File: config.mk
export PLATFORM = sky130hd
export DESIGN_NAME = iq_tap_line
export DESIGN_NICKNAME = d
export VERILOG_FILES = /design/src/rtl/iq_tap_line.sv
export SDC_FILE = /design/constraint.sdc
export NUM_CORES = 1
export LEC_CHECK = 0
export CAP_MARGIN = 20
export CORE_UTILIZATION = 50
export CTS_BUF_LIST = sky130_fd_sc_hd__clkbuf_8
export DETAILED_ROUTE_END_ITERATION = 12
export GPL_TIMING_DRIVEN = 0
export PLACE_DENSITY = 0.9
export SLEW_MARGIN = 0
export SYNTH_ARGS = -nofsm -noshare
export SYNTH_HDL_FRONTEND = slang
export SYNTH_SLANG_ARGS = --single-unit
File: constraint.sdc
create_clock -name clk -period 3.8 [get_ports clk]
set_clock_uncertainty 0.15 [all_clocks]
set_input_delay 0.38 -clock clk [delete_from_list [all_inputs] [get_ports clk]]
set_output_delay 0.38 -clock clk [all_outputs]
set_load 0.03 [all_outputs]
File: src/rtl/iq_tap_line.sv
// iq_tap_line: multi-channel decimating tap delay line for the IQ demodulator.
// Every decim_ratio-th valid sample set is pushed into a DEPTH-deep history
// per channel, and all taps are presented in parallel.
//
// Ports:
//   clk          rising-edge clock
//   reset        asynchronous active-low reset
//   decim_ratio  decimation ratio R (0 -> 1, > DECIM_MAX -> DECIM_MAX)
//   in_valid     in_data carries a new sample set this cycle
//   in_data      channel c at [c*DATA_W +: DATA_W]
//   flush        synchronous clear of taps, phase and fill
//   taps         channel c, tap k at [(c*DEPTH+k)*DATA_W +: DATA_W], k=0 newest
//   shift_pulse  high for the cycle after the taps shifted
//   phase        accepted-sample count within the current decimation period
//   fill_count   taps loaded since reset/flush, saturating at DEPTH
//   full         fill_count == DEPTH
module iq_tap_line #(
    parameter int DATA_W    = 5,
    parameter int DEPTH     = 20,
    parameter int NCH       = 2,
    parameter int DECIM_MAX = 8,
    parameter int PH_W      = $clog2(DECIM_MAX),
    parameter int FC_W      = $clog2(DEPTH + 1)
) (
    input  logic                        clk,
    input  logic                        reset,
    input  logic [PH_W:0]               decim_ratio,
    input  logic                        in_valid,
    input  logic [NCH*DATA_W-1:0]       in_data,
    input  logic                        flush,
    output logic [NCH*DEPTH*DATA_W-1:0] taps,
    output logic                        shift_pulse,
    output logic [PH_W-1:0]             phase,
    output logic [FC_W-1:0]             fill_count,
    output logic                        full
);

    localparam logic [PH_W:0]   RE_ONE   = (PH_W + 1)'(1);
    localparam logic [PH_W:0]   RE_MAX   = (PH_W + 1)'(DECIM_MAX);
    localparam logic [FC_W-1:0] FILL_MAX = FC_W'(DEPTH);
    localparam logic [FC_W-1:0] FILL_ONE = FC_W'(1);
    localparam logic [PH_W-1:0] PH_ONE   = PH_W'(1);

    logic [DATA_W-1:0] taps_q [NCH][DEPTH];
    logic [DATA_W-1:0] taps_d [NCH][DEPTH];
    logic [PH_W-1:0]   phase_q, phase_d;
    logic [FC_W-1:0]   fill_q, fill_d;
    logic              full_q, full_d;
    logic              pulse_q, pulse_d;

    logic [PH_W:0]     re_eff;
    logic [PH_W:0]     re_last;
    logic              period_end;
    logic              shift_evt;

    // Clamp the runtime ratio into 1..DECIM_MAX.
    always_comb begin
        re_eff = decim_ratio;
        if (decim_ratio == '0) begin
            re_eff = RE_ONE;
        end else if (decim_ratio > RE_MAX) begin
            re_eff = RE_MAX;
        end
    end

    // ">=" rather than "==": a ratio lowered below the current phase
    // closes the period on the very next accepted sample.
    assign re_last    = re_eff - RE_ONE;
    assign period_end = ({1'b0, phase_q} >= re_last);
    assign shift_evt  = in_valid && !flush && period_end;

    always_comb begin
        taps_d = taps_q;
        if (flush) begin
            for (int c = 0; c < NCH; c++) begin
                for (int k = 0; k < DEPTH; k++) begin
                    taps_d[c][k] = '0;
                end
            end
        end else if (shift_evt) begin
            for (int c = 0; c < NCH; c++) begin
                taps_d[c][0] = in_data[c*DATA_W +: DATA_W];
                for (int k = 1; k < DEPTH; k++) begin
                    taps_d[c][k] = taps_q[c][k-1];
                end
            end
        end
    end

    always_comb begin
        phase_d = phase_q;
        fill_d  = fill_q;
        pulse_d = 1'b0;
        if (flush) begin
            phase_d = '0;
            fill_d  = '0;
        end else if (in_valid) begin
            if (period_end) begin
                phase_d = '0;
                pulse_d = 1'b1;
                if (fill_q != FILL_MAX) begin
                    fill_d = fill_q + FILL_ONE;
                end
            end else begin
                phase_d = phase_q + PH_ONE;
            end
        end
    end

    // full is registered from the next fill value so it rises together
    // with fill_count reaching DEPTH.
    assign full_d = (fill_d == FILL_MAX);

    always_ff @(posedge clk or negedge reset) begin
        if (!reset) begin
            for (int c = 0; c < NCH; c++) begin
                for (int k = 0; k < DEPTH; k++) begin
                    taps_q[c][k] <= '0;
                end
            end
            phase_q <= '0;
            fill_q  <= '0;
            full_q  <= 1'b0;
            pulse_q <= 1'b0;
        end else begin
            taps_q  <= taps_d;
            phase_q <= phase_d;
            fill_q  <= fill_d;
            full_q  <= full_d;
            pulse_q <= pulse_d;
        end
    end

    for (genvar c = 0; c < NCH; c++) begin : g_ch
        for (genvar k = 0; k < DEPTH; k++) begin : g_tap
            assign taps[(c*DEPTH+k)*DATA_W +: DATA_W] = taps_q[c][k];
        end
    end

    assign shift_pulse = pulse_q;
    assign phase       = phase_q;
    assign fill_count  = fill_q;
    assign full        = full_q;

endmodule

==> metrics.log <==
INFO  metric area_growth_from_synthesis_to_layout = 41.8%
INFO  metric ant_nets = 0
INFO  metric hold_ws = 0.339 ns
INFO  metric netlist.area_leader.share = between 60% and 70%
INFO  metric finalWorstSetupSlack = about 1.1 ns
INFO  metric unrepaired_setup_endpoints_after_global_routing = false
INFO  metric final.period_utilization = 72.0%
INFO  metric dp_slack = 0.529 ns
INFO  metric grt_antenna_before_repair = 0
INFO  metric insertedDiodeCount = 0
INFO  metric post-route-min-period = ~2.7 ns
INFO  metric wirelength = 21,000 um
INFO  metric start_kind = primary input
INFO  metric synthDominantAreaCellType = dfrtp_1
INFO  metric first_global_vias = 5,916
INFO  metric vdd.ir_drop.worst = 345 uV
INFO  metric initial_utilization = 51.3%
INFO  metric post-synth-top-count-cell = dfrtp_1
INFO  metric synthesized_area_divided_by_synthesized_cell_count = 15.2 um^2
INFO  metric drcViolationCount = 0
INFO  metric clock_latency_late_sink = 0.51 ns
INFO  metric netlist_top_cells_count = dfrtp_1 (210), a22o_1 (200), buf_2 (25)
INFO  metric total_via_count_in_the_routed_design = between 5,000 and 6,000
INFO  metric clk_root_buffer_cell = clkbuf_8
INFO  metric routed_wire_length_per_instance = 20.8 um
INFO  metric grt_first_pass_wirelength = roughly 33,000 um
INFO  metric synth.distinct_cells = 31
INFO  metric mappedNetlistArea = 7830 um^2
INFO  metric drt_first_pass_iters = 4
INFO  metric maximum_number_of_pins_on_one_net_before_global_route_repair = between 100 and 150
INFO  metric layout.nets = roughly 800
INFO  metric synth-seq-area-share = 67.1%
INFO  metric finalSetupViolCount = 0
INFO  metric top_level_ports = 228
INFO  metric synth-main-ff-cell = dfrtp_1
INFO  metric cp_cell_sequence = clkdlybuf4s50_1 > nor2_1 > o21bai_1 > ha_1 > xnor2_1 > ha_1 > a21oi_2 > o21ai_4 > a21oi_1 > buf_2 > buf_2 > a22o_1
INFO  metric worst_ep_required_time = ~4 ns
INFO  metric tritoncts = built
INFO  metric post_cts_buffers = 0
INFO  metric power_density = 408 nW/um^2
INFO  metric die_area = 16,200 um^2
INFO  metric port_bufs = between 200 and 250
INFO  metric critical_path.slowest_cell = clkdlybuf4s50_1
INFO  metric worstPathArrival = 3.02 ns
INFO  metric max_freq = 365 MHz
INFO  metric worstSetupPathType = in2reg
INFO  metric power.leakage = 5.15 nW
INFO  metric number_of_enable_type_register_cells_in_the_synthesized_netlist = 0
INFO  metric postSynthNetCount = 540
INFO  metric synth.top_cells.by_area = dfrtp_1 (67%), a22o_1 (22%), buf_6 (2.9%), buf_2 (1.6%), ha_1 (1.1%)
INFO  metric final-max-slew-violation-count = 0
INFO  metric cts_max_path_buffers = 3
INFO  metric finalPower = 4.54 mW
INFO  metric critPathCaptureType = flop
INFO  metric die_width = 127 um
INFO  metric die_height = approximately 130 um
INFO  metric synth-warning-count = 0
INFO  metric routed_via_count_divided_by_cell_count = 5.75
INFO  metric run_status = complete, no violations
INFO  metric place_congestion = 0.834
INFO  metric cts_inserted_buffers = 34
INFO  metric drive_gt1_share = 13.4%
INFO  metric cp_max_fo = 10
INFO  metric netlist_instances = 515
INFO  metric setup-tns-final = 0 ns
INFO  metric worst-slew-pin-transition = 0.685 ns
INFO  metric grt.total_usage = 26.4%
INFO  metric hold_path_class = in2async
INFO  metric maxSlewHeadroom = between 50 and 60%
INFO  metric n_fill_cell = approximately 940
INFO  metric drt-initial-drc-count = 243
INFO  metric clk_transition_reported_paths = about 0.060 ns
INFO  metric grt-ovfl-total = 0
INFO  metric ys_seq_elements = 210
INFO  metric fp-row-count = 45
INFO  metric timing.critical_path.slowest_cell_delay = 0.48 ns
INFO  metric core-area = approximately 15,000 um^2
INFO  metric cts.htree.levels = 2
INFO  metric place_hpwl = 14,300 um
INFO  metric cap_violations = 0
INFO  metric ys_async_sr_fraction = 100%
INFO  metric cts_sinks = 210
INFO  metric finalHoldViolCount = 0
==> worst max-delay path, delay by kind of cell <==
kind | cells | cell delay [ns]
buffers and inverters | 3 | 1.06
XOR/XNOR | 1 | 0.12
AO/OA/AOI/OAI | 5 | 0.94
AND/OR/NAND/NOR | 1 | 0.05
adder cells (fa/ha/maj) | 2 | 0.47
==> final timing paths <==
| check | cells past startpoint | end | slack, ns | from |
|---|---|---|---|---|
| max | 12 | taps[8] | 1.06 | decim_ratio[1] |
| min | 2 | taps[107] | 0.34 | reset |
| max reg2reg | 7 | taps[8] | 1.47 | phase[2] |
| min reg2reg | 1 | taps[99] | 0.36 | taps[99] |
| max in group asynchronous | 3 | taps[154] | 2.17 | reset |
| min in group clk | 2 | taps[4] | 0.34 | in_data[4] |
==> metrics by stage <==
step | std cells | utilization [%] | area, um^2
3_3_place_gp | 953 | 68.0 | 10400
5_1_grt | 1014 | 72.8 | 11100
4_1_cts | 1014 | 72.8 | 11100
2_1_floorplan | 515 | - | 7830
3_5_place_dp | 954 | 68.2 | 10400
6_report | 1014 | 72.8 | 11100
==> layer usage <==
| metal | vias up | share of wire (%) | GRT usage, % |
|---|---|---|---|
| met5 | - | 0 | 0 |
| met4 | 0 | 1.9 | 8.61 |
| met3 | 39 | 9.9 | 9.46 |
| met2 | 306 | 47 | 42.8 |
| met1 | 2957 | 41 | 33.3 |
| li1 | 2525 | - | - |
==> where the power goes <==
part           internal (mW)  leakage [nW]  total, mW  switching (mW)
Sequential              2.25          2.93       2.26          0.0115
Clock                   1.09         0.384       1.97           0.879
Combinational          0.103          1.83      0.310           0.207
Total                   3.44          5.15       4.54            1.10
==> logic make-up (layout without fill, tap and decap cells) <==
logic type / after synthesis / after routing / synth area share [%]
xor+xnor: 2 / 2 / 0.224
fa+ha+maj: 7 / 7 / 1.12
flops: 210 / 210 / 67.1
buf+inv: 49 / 337 / 4.87
compound gates: 213 / 213 / 23.5
simple gates: 30 / 30 / 2.62
mux: 4 / 4 / 0.575
==> registers in the layout (all words and copies together), names as in the netlist <==
| name | flops |
|---|---|
| taps | 200 |
| shift_pulse | 1 |
| phase | 3 |
| full | 1 |
| fill_count | 5 |
==> area by class of cell <==
cell class                      instances  area (um^2)  area share, %
Buffer                                 46          370           3.33
Clock buffer                           43          592           5.33
Clock inverter                         16          101          0.913
Inverter                                3         11.3          0.101
Multi-Input combinational cell        256         2200           19.8
Sequential cell                       210         5260           47.3
Tap cell                              211          264           2.38
Timing Repair Buffer                  229         2310           20.8
==> cells in the final DEF (no fill, tap or decap), types with 2 or more instances in the layout <==
| cell | count |
|---|---|
| nand4_1 | 3 |
| clkbuf_8 | 43 |
| xnor2_1 | 2 |
| a31oi_1 | 2 |
| clkinv_2 | 6 |
| buf_2 | 25 |
| clkdlybuf4s50_1 | 226 |
| nand2_1 | 2 |
| ha_1 | 7 |
| a21oi_1 | 5 |
| nor2b_1 | 3 |
| nor2_1 | 9 |
| a22o_1 | 200 |
| dfrtp_1 | 210 |
| mux2i_1 | 3 |
| clkinvlp_4 | 2 |
| buf_6 | 20 |
| nand3_1 | 3 |
| inv_1 | 10 |
| nand2b_1 | 3 |
==> timing repair <==
| item | 4_1_cts | 5_1_grt |
|---|---|---|
| gates resized for setup | 0 | 0 |
| hold endpoints to repair | 95 | 0 |
| hold buffers | 1 | 0 |
| setup endpoints to repair | 0 | 0 |
Note: power is estimated with default switching activity, not from simulation.
